$ cat src/rtl/pcs_tx_gearbox_if.sv
// Bus between the 64b/66b encoder and the TX gearbox: data/header in with valid,
// pause backpressure, gearboxed word and error flags out.
interface pcs_tx_gearbox_if #(
  parameter int unsigned DATA_WIDTH = 32,
  parameter int unsigned HDR_WIDTH  = 2
);
  logic [DATA_WIDTH-1:0] i_data;
  logic [HDR_WIDTH-1:0]  i_hdr;
  logic                  i_valid;
  logic                  o_pause;
  logic [DATA_WIDTH-1:0] o_gearbox_data;
  logic                  o_err_underflow;
  logic                  o_err_overrun;

  modport master (
    output i_data, i_hdr, i_valid,
    input  o_pause, o_gearbox_data, o_err_underflow, o_err_overrun
  );

  modport slave (
    input  i_data, i_hdr, i_valid,
    output o_pause, o_gearbox_data, o_err_underflow, o_err_overrun
  );
endinterface

$ cat src/rtl/pcs_tx_gearbox.sv
// 66b -> 32b TX gearbox: each 33-cycle period packs 16 blocks plus one pause cycle.
// Define PCS_TX_GBX_ERR_FLAGS_EN to build the sticky underflow/overrun detectors.
module pcs_tx_gearbox #(
  parameter int unsigned DATA_WIDTH = 32,
  parameter int unsigned HDR_WIDTH  = 2
) (
  input logic               i_clk,
  input logic               i_reset,
  pcs_tx_gearbox_if.slave   bus
);

  localparam int unsigned InW  = DATA_WIDTH + HDR_WIDTH;
  localparam int unsigned BufW = 2 * DATA_WIDTH + HDR_WIDTH;
  localparam int unsigned CatW = BufW + InW;
  localparam int unsigned CntW = 7;
  localparam logic [5:0]  SeqLast = 6'd32;

  typedef enum logic {StIdle, StRun} state_e;

  state_e                state_q, state_d;
  logic [5:0]            seq_q, seq_d;
  logic                  half_q, half_d;
  logic                  pause_q, pause_d;
  logic [BufW-1:0]       buf_q, buf_d;
  logic [CntW-1:0]       cnt_q, cnt_d;
  logic [DATA_WIDTH-1:0] word_q, word_d;

  logic                  active;
  logic [InW-1:0]        in_bits;
  logic [CntW-1:0]       in_len;
  logic [CatW-1:0]       cat;

  always_ff @(posedge i_clk or posedge i_reset) begin
    if (i_reset) begin
      state_q <= StIdle;
      seq_q   <= '0;
      half_q  <= 1'b0;
      pause_q <= 1'b0;
      buf_q   <= '0;
      cnt_q   <= '0;
      word_q  <= '0;
    end else begin
      state_q <= state_d;
      seq_q   <= seq_d;
      half_q  <= half_d;
      pause_q <= pause_d;
      buf_q   <= buf_d;
      cnt_q   <= cnt_d;
      word_q  <= word_d;
    end
  end

  always_comb begin
    state_d = state_q;
    seq_d   = seq_q;
    half_d  = half_q;
    pause_d = 1'b0;
    buf_d   = buf_q;
    cnt_d   = cnt_q;
    word_d  = '0;
    active  = 1'b0;
    in_bits = '0;
    in_len  = '0;
    cat     = '0;

    unique case (state_q)
      StIdle: begin
        // The first valid cycle is already the seq_cnt==0 first-half cycle.
        if (bus.i_valid) begin
          state_d = StRun;
          active  = 1'b1;
          in_bits = {bus.i_data, bus.i_hdr};
          in_len  = CntW'(InW);
          half_d  = 1'b1;
          seq_d   = 6'd1;
        end
      end
      StRun: begin
        active = 1'b1;
        seq_d  = (seq_q == SeqLast) ? 6'd0 : seq_q + 6'd1;
        // Pause cycles take no input; missing input is replaced by zeros.
        if (!pause_q) begin
          half_d = ~half_q;
          if (!half_q) begin
            in_bits = bus.i_valid ? {bus.i_data, bus.i_hdr} : '0;
            in_len  = CntW'(InW);
          end else begin
            in_bits = bus.i_valid ? InW'(bus.i_data) : '0;
            in_len  = CntW'(DATA_WIDTH);
          end
        end
      end
      default: state_d = StIdle;
    endcase

    if (active) begin
      cat     = CatW'(buf_q) | (CatW'(in_bits) << cnt_q);
      word_d  = cat[DATA_WIDTH-1:0];
      buf_d   = BufW'(cat >> DATA_WIDTH);
      cnt_d   = cnt_q + in_len - CntW'(DATA_WIDTH);
      pause_d = (seq_d == SeqLast);
    end
  end

  assign bus.o_gearbox_data = word_q;
  assign bus.o_pause        = pause_q;

`ifdef PCS_TX_GBX_ERR_FLAGS_EN
  logic underflow_q, overrun_q;
  logic underflow_evt, overrun_evt;

  assign underflow_evt = (state_q == StRun) && !pause_q && !bus.i_valid;
  assign overrun_evt   = (state_q == StRun) && pause_q && bus.i_valid;

  always_ff @(posedge i_clk or posedge i_reset) begin
    if (i_reset) begin
      underflow_q <= 1'b0;
      overrun_q   <= 1'b0;
    end else begin
      underflow_q <= underflow_q | underflow_evt;
      overrun_q   <= overrun_q | overrun_evt;
    end
  end

  assign bus.o_err_underflow = underflow_q;
  assign bus.o_err_overrun   = overrun_q;
`else
  assign bus.o_err_underflow = 1'b0;
  assign bus.o_err_overrun   = 1'b0;
`endif

endmodule

$ cat src/flat_wrapper.sv
// flat-port wrapper written by rule: the top's interface ports become plain ports
module pcs_tx_gearbox_flat 
#(
  parameter int unsigned DATA_WIDTH = 32,
  parameter int unsigned HDR_WIDTH  = 2
)
  (i_clk, i_reset, bus_i_data, bus_i_hdr, bus_i_valid, bus_o_pause, bus_o_gearbox_data, bus_o_err_underflow, bus_o_err_overrun);
  pcs_tx_gearbox_if #(.DATA_WIDTH(DATA_WIDTH), .HDR_WIDTH(HDR_WIDTH)) bus_i ();
  input logic i_clk;
  input logic i_reset;
  input wire logic [$bits(bus_i.i_data)-1:0] bus_i_data;
  input wire logic [$bits(bus_i.i_hdr)-1:0] bus_i_hdr;
  input wire logic [$bits(bus_i.i_valid)-1:0] bus_i_valid;
  output wire logic [$bits(bus_i.o_pause)-1:0] bus_o_pause;
  output wire logic [$bits(bus_i.o_gearbox_data)-1:0] bus_o_gearbox_data;
  output wire logic [$bits(bus_i.o_err_underflow)-1:0] bus_o_err_underflow;
  output wire logic [$bits(bus_i.o_err_overrun)-1:0] bus_o_err_overrun;
  assign bus_i.i_data = bus_i_data;
  assign bus_i.i_hdr = bus_i_hdr;
  assign bus_i.i_valid = bus_i_valid;
  assign bus_o_pause = bus_i.o_pause;
  assign bus_o_gearbox_data = bus_i.o_gearbox_data;
  assign bus_o_err_underflow = bus_i.o_err_underflow;
  assign bus_o_err_overrun = bus_i.o_err_overrun;
  pcs_tx_gearbox #(.DATA_WIDTH(DATA_WIDTH), .HDR_WIDTH(HDR_WIDTH)) u_core (.i_clk(i_clk), .i_reset(i_reset), .bus(bus_i));
endmodule
$ cat config.mk
export PLATFORM = sky130hd
export DESIGN_NAME = pcs_tx_gearbox_flat
export DESIGN_NICKNAME = d
export VERILOG_FILES = /design/src/rtl/pcs_tx_gearbox_if.sv /design/src/rtl/pcs_tx_gearbox.sv /design/src/flat_wrapper.sv
export SDC_FILE = /design/constraint.sdc
export NUM_CORES = 1
export LEC_CHECK = 0
export CAP_MARGIN = 20
export CORE_ASPECT_RATIO = 1.4
export CORE_MARGIN = 5
export CORE_UTILIZATION = 24
export DETAILED_ROUTE_END_ITERATION = 10
export PLACE_DENSITY = 0.52
export SLEW_MARGIN = 20
export SYNTH_ARGS = -nofsm -noshare
export SYNTH_HDL_FRONTEND = slang
export SYNTH_SLANG_ARGS = --single-unit
$ cat constraint.sdc
create_clock -name i_clk -period 9.5 [get_ports i_clk]
set_clock_uncertainty 0.2 [all_clocks]
set_input_delay 2.85 -clock i_clk [delete_from_list [all_inputs] [get_ports i_clk]]
set_output_delay 2.85 -clock i_clk [all_outputs]
set_load 0.005 [all_outputs]
==> results of run 1 <==
power groups by stage:
stage               clock, W  combinational (W)  sequential, W
floorplan                  0            0.00140       0.000748
global placement           0            0.00219       0.000787
detailed placement         0            0.00219       0.000786
CTS                 0.000686            0.00220       0.000779
global route        0.000705            0.00239       0.000800
finish              0.000669            0.00224       0.000778
state kept, by name, summed over array words and instances, names as in the netlist:
register                   cells
u_core.cnt_q                   6
u_core.bus.o_gearbox_data     32
u_core.seq_q                   6
u_core.state_q                 1
u_core.buf_q                  66
u_core.half_q                  1
u_core.bus.o_pause             1
routing by layer:
metal  up-vias  share of wire, %  global-route usage [%]
li1       3689                 -                       -
met1      4074                40                    23.4
met2       428                46                    28.9
met3       118               6.4                    3.55
met4         0               7.5                    12.6
met5         -                 0                       0
worst max-delay path: cells and delay by family:
kind / cells / cell delay [ps]
muxes: 1 / 400
buffers and inverters: 3 / 1170
and+or+nand+nor: 3 / 880
AOI/OAI and AO/OA: 3 / 1190
cells by family after synthesis:
group	Yosys count
flops	113
simple gates	328
fa+ha+maj	6
buf+inv	93
mux	58
other cells	1
xor+xnor	6
compound gates	344
placed cells by master (no fill, tap or decap), drive strengths merged, types with 7 or more instances in the layout:
cell type,netlist,routed
mux2,15,15
nor3,13,13
mux2i,36,36
nand3,42,42
a31oi,15,15
nor2,122,122
dfrtp,113,113
o21ai,50,50
a21o,7,7
a22oi,17,17
nor2b,8,8
and3,8,8
mux4,7,7
o221ai,9,9
and2,9,9
a22o,13,13
a211o,13,13
o22a,7,7
a21oi,60,60
inv,10,10
buf,24,25
nand2,91,91
a221oi,43,43
o31ai,7,7
clkdlybuf4s50,0,69
a211oi,13,13
o21a,11,11
o22ai,36,36
clkbuf,58,25
nand2b,11,11
area by class of cell:
class / instances / share of cell area (%)
Clock inverter: 5 / 1.04
Clock buffer: 25 / 5.24
Tap cell: 440 / 5.70
Inverter: 11 / 0.454
Timing Repair Buffer: 94 / 9.10
Sequential cell: 113 / 29.3
Multi-Input combinational cell: 744 / 49.2
metrics by stage:
stage | utilization (%) | hold slack [ps] | setup slack [ps] | total power [W] | instances
final | 29.6 | 271 | 3140 | 0.00369 | 1432
after global routing | 29.6 | 311 | 2870 | 0.00390 | 1432
after CTS | 29.6 | 272 | 3210 | 0.00367 | 1432
after detailed placement | 27.7 | 261 | 2740 | 0.00298 | 1402
after global placement | 27.7 | 262 | 2810 | 0.00298 | 1402
after floorplan | - | 247 | 3460 | 0.00214 | 950
final timing paths:
check                           slack, ps                       endpoint  cells past startpoint              from
worst min register to register        270  u_core.bus.o_gearbox_data[30]                      2  u_core.buf_q[30]
worst min-delay path                  270  u_core.bus.o_gearbox_data[30]                      2  u_core.buf_q[30]
worst max-delay path                 3140               u_core.buf_q[60]                     10       bus_i_valid
worst max register to register       5170  u_core.bus.o_gearbox_data[20]                      9    u_core.state_q
min in group asynchronous            2680   u_core.bus.o_gearbox_data[4]                      2           i_reset
max in group asynchronous            5080               u_core.buf_q[17]                      3           i_reset
==> flow_summary.ini, run 1 <==
[logic_synthesis]
synth.top_cell.area_share_pct = 35.6
synth.yosys.seq_area_share_pct = 35.6
synth_edf_count = 0
ys_warn_count = 0
ys_ff_latch = 113
synth_most_common_cell = nor2_1
synthMuxAreaShare_pct = 8.75
synth_compound_area_share_pct = 30.5
synthFlopType = dfrtp_1
synth_cell_types = 67
yosys.area.top_type = dfrtp_1
syn_avg_cell_area_sq_um = 8.36
synth_cells = 949
yosys.area_share.simple_pct = 18.7
synth_area_sq_mm = 0.00794
ys_async_sr_fraction_pct = 100
synthAdderAreaFrac_pct = 0.946
synth_top_family_by_area = compound AO/OA/AOI/OAI gates
ys_top_cells_by_count = 122 x nor2_1, 113 x dfrtp_1, 91 x nand2_1
synth-xor-area-share_pct = 0.662
yosys-top-cells-area = dfrtp_1 36%, nor2_1 5.8%, a221oi_1 4.7%

[floorplanning]
die_y_um = 225
die_w_um = 164
initial_core_util_pct = 24.4
core_sq_mm = 0.0326
dieArea_sq_mm = 0.0369
rows = 78
io_pins = 72

[clock_network]
clock-root-buffer = clkbuf_16
cts_tree = done
htree_levels = 4
cts_post_setup_buffers_inserted = 0
ctsHoldBuffers = 0
cts.sinks = 113
cts.clk_slew.worst_paths_ps = 50
ctsResizeCount = 0
clk_path_buf_depth = 2
cts_buffers = 17
clk_latency_ps = 430

[sta]
slew_violations = 0
post-route-period-util_pct = 66.9
fmax_ghz = 0.157
hold_viol = 0
worst_slew_pin_slew_ps = 1060
fin_crit_ps = 6360
grt_setup_unrepaired = no
setup_viol = 0
slew_headroom_pct = 28.3
tns_ps = 0

[place]
gp_congestion = 0.991
dpl_cell_area_sq_mm = 0.00904
io_buffers = 69
post-dp-hpwl_um = 25000

[final_layout]
register_area_sq_mm = 0.00283
fillCellCount = 3545
final_layout_size_suffix_gt1_share_pct = 8.37
multi_input_area_sq_mm = 0.00475
final_area_sq_mm = 0.00965
layout.nets = 1024
n_antenna_cell = 0
syn_to_final_growth_pct = 21.6

[setup_path]
worst_path_most_repeated_cell = buf_4
crit_required_ps = 9650
cp_max_fo = 51
path_cells = clkdlybuf4s50_1, buf_4, nand2b_1, nor2_1, buf_4, a221oi_1, o21ai_0, mux2_2, nand3_1, a31oi_1
crit_path_end_kind = flop
start_kind = input port
arrival_ps = 6510
cp_slowest_stage_delay_ps = 800
slowest_stage = o21ai_0
path_class = input port to flop

[global_routing]
grt_remaining_overflow = 0
antenna_found_initial = 0
grt_use_total_pct = 18.6
grt_pass1_vias = 8295
grt_pass1_wl_um = 52600
grt_max_degree = 64

[pwr]
combinationalPowerShare_pct = 60.7
power_density_mw_per_mm2 = 382
irDropWorstVdd_v = 0.000143
p_seq_share_pct = 21.1
clockPowerShare_pct = 18.1
internal_power_w = 0.00188
leakagePower_nw = 3.97
swShare_pct = 49.0
p_switching_w = 0.00181

[flow_run]
timing.max_cap.violations = 0

[detailed_routing]
routedWlPerCell_um = 23.8
vias = 8309
first_pass_iters = 6
antenna_left = 0
drtIter0Drc = 878
route.detailed.drc = 0
routed_wl_um = 34000
via_per_inst = 5.80

[hold_path]
worstHoldPathType = flop to flop

[status]
status = completed
No activity file was read; power rests on OpenSTA's default activity.
==> run 2, diff against run 1 <==
- clock period: 9.5 -> 6.3 ns (I/O delays scaled with it)
==> run 2 against run 1 <==
  * Highest routed layer unchanged
  * Clock-buffer cell count fell by 3
  * Largest power group unchanged
  * Combinational power increased by 50%
  * Critical path depth unchanged
  * Clock power rose by 36%
  * Register-to-register slack worse by 3000 ps
  * Global-route usage about the same
==> flow_summary.ini, run 2 (synthesis gave the netlist of run 1 again) <==
[status]
status = completed

[floorplanning]
initial_core_util_pct = 24.4
io_pins = 72
dieArea_sq_mm = 0.0369
die_y_um = 225
core_sq_mm = 0.0326
die_w_um = 164
rows = 78

[detailed_routing]
routed_wl_um = 34200
first_pass_iters = 6
route.detailed.drc = 0
routedWlPerCell_um = 23.7
antenna_left = 0
vias = 8358
via_per_inst = 5.81
drtIter0Drc = 890

[final_layout]
fillCellCount = 3537
largest_register = u_core.buf_q
final_common_cell = nor2_1
largest_reg_flops = 66
register_area_sq_mm = 0.00283
syn_to_final_growth_pct = 22.0
fin_cells = 1439
final_cell_mix = 121 x nor2_1, 113 x dfrtp_1, 91 x nand2_1
final_layout_size_suffix_gt1_share_pct = 9.11
n_antenna_cell = 0
layout.nets = 1032
multi_input_area_sq_mm = 0.00474

[sta]
slew_headroom_pct = 37.3
fin_crit_ps = 5100
post-route-period-util_pct = 81.0
holdWs_ps = 283
fin_ws_ps = 1200
setup_viol = 0
fmax_ghz = 0.196
worst_slew_pin_slew_ps = 940
slew_violations = 0
tns_ps = 0
hold_viol = 0
grt_setup_unrepaired = no

[flow_run]
timing.max_cap.violations = 0

[setup_path]
path_cells = clkdlybuf4s50_1, nand2b_1, nor2_1, buf_4, a221oi_1, o22ai_1, o311ai_0, buf_4, and4b_1, nor2_1
crit_required_ps = 6410
start_kind = input port
slowest_stage = a221oi_1
crit_buf_inv = 3
cp_max_fo = 12
cp_slowest_stage_delay_ps = 730
crit_path_end_kind = flop
path_class = input port to flop
arrival_ps = 5210
cp_top_family = compound AO/OA/AOI/OAI gates

[place]
io_buffers = 69
dpl.cell_count = 1410
post-place-ws_ps = 916
post-dp-hpwl_um = 24900
gp_congestion = 0.931

[clock_network]
clock-root-buffer = clkbuf_16
cts_buffers = 17
cts.clk_slew.worst_paths_ps = 50
cts.sinks = 113
cts_tree = done
ctsHoldBuffers = 0
cts_post_setup_buffers_inserted = 0
clk_path_buf_depth = 2
ctsResizeCount = 0
htree_levels = 4
clk_latency_ps = 430

[pwr]
power_density_mw_per_mm2 = 565
irDropWorstVdd_v = 0.000227
power_w = 0.00547
leakagePower_nw = 4.00

[global_routing]
grt_max_degree = 83
grt_pass1_wl_um = 52700
grt_remaining_overflow = 0
antenna_found_initial = 0
grt_use_total_pct = 18.7
grt_pass1_vias = 8231

[hold_path]
worstHoldPathType = flop to flop
[run 2: cell count changes in the layout (fill, tap and decap cells not counted), moves of 2 or more]
cell       change
buf_4          +5
buf_12         +3
bufinv_16      -2
clkbuf_1       -2
clkinv_2       +4
[run 2: per-stage QoR]
stage | utilization (%) | area [sq um]
6_report | 29.7 | 9690
5_1_grt | 29.7 | 9690
4_1_cts | 29.7 | 9690
3_5_place_dp | 28.0 | 9140
3_3_place_gp | 28.0 | 9140
2_1_floorplan | - | 7940
[run 2: final timing paths]
check                            startpoint                             to  slack (ps)  depth (start not counted)
setup / recovery                bus_i_valid                u_core.buf_q[1]        1200                         10
setup reg to reg             u_core.state_q                u_core.buf_q[1]        2160                         11
hold reg to reg            u_core.buf_q[30]  u_core.bus.o_gearbox_data[30]         280                          2
max in group asynchronous           i_reset                u_core.cnt_q[6]        3200                          3
min in group asynchronous           i_reset                u_core.buf_q[4]        1760                          2
hold / removal             u_core.buf_q[30]  u_core.bus.o_gearbox_data[30]         280                          2
[run 2: area by class of cell]
| type | instances | area share (%) |
|---|---|---|
| clock inverter | 7 | 0.620 |
| inverter | 11 | 0.452 |
| multi-input combinational | 744 | 49.0 |
| tap | 440 | 5.68 |
| sequential | 113 | 29.2 |
| clock buffer | 22 | 5.00 |
| timing repair buffer | 102 | 10.1 |
[run 2: worst reg2reg max path, stage by stage (launching register included)]
cell	delay, ps
dfrtp_1	470
buf_4	240
nand3b_1	420
buf_4	320
nor2_1	90
buf_4	180
a221oi_1	700
o22ai_1	260
o311ai_0	680
buf_4	230
and4b_1	180
nor2_1	50
[run 2: power breakdown]
group          total (W)  switching [W]  internal, W
registers        0.00119       0.000189      0.00100
clock network   0.000911       0.000339     0.000572
logic            0.00337        0.00218      0.00119
total            0.00547        0.00271      0.00276
[run 2: metal layers]
| layer | share of wire (%) | global-route usage, % | vias up |
|---|---|---|---|
| li1 | - | - | 3703 |
| met1 | 40 | 23.6 | 4111 |
| met2 | 46 | 29.4 | 442 |
| met3 | 6.8 | 3.37 | 102 |
| met4 | 6.4 | 11.6 | 0 |
| met5 | 0 | 0 | - |
==> run 3, diff against run 2 <==
- PLACE_DENSITY: 0.52 -> 0.53
- clock period: 6.3 -> 4.6 ns (I/O delays scaled with it)
==> run 3 against run 2 <==
  * Critical endpoint is now u_core.buf_q[39]
  * Die area stayed put
  * Critical path depth decreased by 1
  * Largest power group unchanged
  * Global-route usage is 0.16 points lower
  * Clock-buffer cell count fell by 4
  * Sequential cell count unchanged
  * Sequential share of layout area fell by 1.1 points
  * Highest routed layer unchanged
==> flow_summary.ini, run 3 (synthesis gave the netlist of run 1 again) <==
[final_layout]
n_antenna_cell = 0
layout.nets = 1070
syn_to_final_growth_pct = 26.8
final_common_cell = nor2_1
largest_register = u_core.buf_q
final_layout_size_suffix_gt1_share_pct = 12.8
largest_reg_flops = 66
final_cell_mix = 121 x nor2_1, 113 x dfrtp_1, 91 x nand2_1
final_area_sq_mm = 0.0101
fin_cells = 1480

[setup_path]
crit_path_end_kind = flop
path_class = input port to flop
start_kind = input port
crit_required_ps = 4710
slowest_stage = a221oi_1
cp_slowest_stage_delay_ps = 730
arrival_ps = 4370
path_cells = clkdlybuf4s50_1, nand2b_1, nor2_1, buf_4, a221oi_1, mux2i_1, mux2_4, a22o_1, a221o_1
cp_max_fo = 10

[sta]
hold_viol = 0
slew_headroom_pct = 22.2
fin_ws_ps = 336
holdWs_ps = 283
fin_crit_ps = 4260
worst_slew_pin_slew_ps = 1160
setup_viol = 0
grt_setup_unrepaired = no
post-route-period-util_pct = 92.7
slew_violations = 0
fmax_ghz = 0.235

[clock_network]
ctsHoldBuffers = 0
cts_post_setup_buffers_inserted = 0
clk_path_buf_depth = 2
clock-root-buffer = clkbuf_16
cts.clk_slew.worst_paths_ps = 60
ctsResizeCount = 0
clk_latency_ps = 430
cts_buffers = 17
htree_levels = 4
cts_tree = done
cts.sinks = 113

[pwr]
power_density_mw_per_mm2 = 787
irDropWorstVdd_v = 0.000263
leakagePower_nw = 4.20

[detailed_routing]
antenna_left = 0
route.detailed.drc = 0
first_pass_iters = 6
drtIter0Drc = 1025
vias = 8438
via_per_inst = 5.70
routedWlPerCell_um = 23.3
routed_wl_um = 34400

[floorplanning]
io_pins = 72
die_y_um = 225
core_sq_mm = 0.0326
die_w_um = 164
rows = 78
initial_core_util_pct = 24.4
dieArea_sq_mm = 0.0369

[global_routing]
antenna_found_initial = 0
grt_pass1_wl_um = 52200
grt_remaining_overflow = 0
grt_use_total_pct = 18.5
grt_pass1_vias = 8260
grt_max_degree = 83

[place]
io_buffers = 69
dpl.cell_count = 1448
gp_congestion = 0.989
dpl_cell_area_sq_mm = 0.00944
post-dp-hpwl_um = 25400
post-place-ws_ps = -22.4

[status]
status = completed

[flow_run]
timing.max_cap.violations = 0

[hold_path]
worstHoldPathType = flop to flop
==> run 3: worst max-delay path, delay by kind of cell <==
family	cells	cell delay, ps
AO/OA/AOI/OAI	3	1280
buffers and inverters	2	780
multiplexers	2	620
AND/OR/NAND/NOR	2	300
==> run 3: worst paths after layout <==
kind	startpoint	end	slack (ps)	cells after the start
max in group asynchronous	i_reset	u_core.bus.o_gearbox_data[17]	2140	3
min reg2reg	u_core.buf_q[28]	u_core.bus.o_gearbox_data[28]	280	2
max reg2reg	u_core.state_q	u_core.buf_q[39]	640	8
max	bus_i_valid	u_core.buf_q[39]	340	9
min	u_core.buf_q[28]	u_core.bus.o_gearbox_data[28]	280	2
min in group asynchronous	i_reset	u_core.buf_q[26]	1130	2
==> run 3: layer usage <==
layer | track usage [%] | vias to the layer above | wire length (um)
met4 | 10.8 | 0 | 2140
met3 | 2.93 | 86 | 2230
met2 | 29.7 | 427 | 16100
li1 | - | 3777 | -
met1 | 23.4 | 4148 | 14000
met5 | 0 | - | 0
==> run 3: per-stage QoR <==
step                util [%]  total power (W)  setup TNS (ps)
finish                  30.9          0.00793               0
global route            30.9          0.00834               0
CTS                     30.9          0.00786               0
detailed placement      29.0          0.00641           -22.4
global placement        29.0          0.00641               0
floorplan                  -          0.00443               0
==> run 3: report_power, final <==
group	internal [W]	leakage (nW)	switching (W)
Clock	0.000917	0.298	0.000498
Combinational	0.00182	2.42	0.00303
Sequential	0.00137	1.48	0.000285
==> run 3: area by class of cell <==
cell class / instances / area (sq um)
Tap cell: 440 / 551
Clock inverter: 14 / 188
Multi-Input combinational cell: 744 / 4740
Clock buffer: 18 / 439
Inverter: 11 / 43.8
Sequential cell: 113 / 2830
Fill cell: 3483 / 22500
Timing Repair Buffer: 140 / 1270
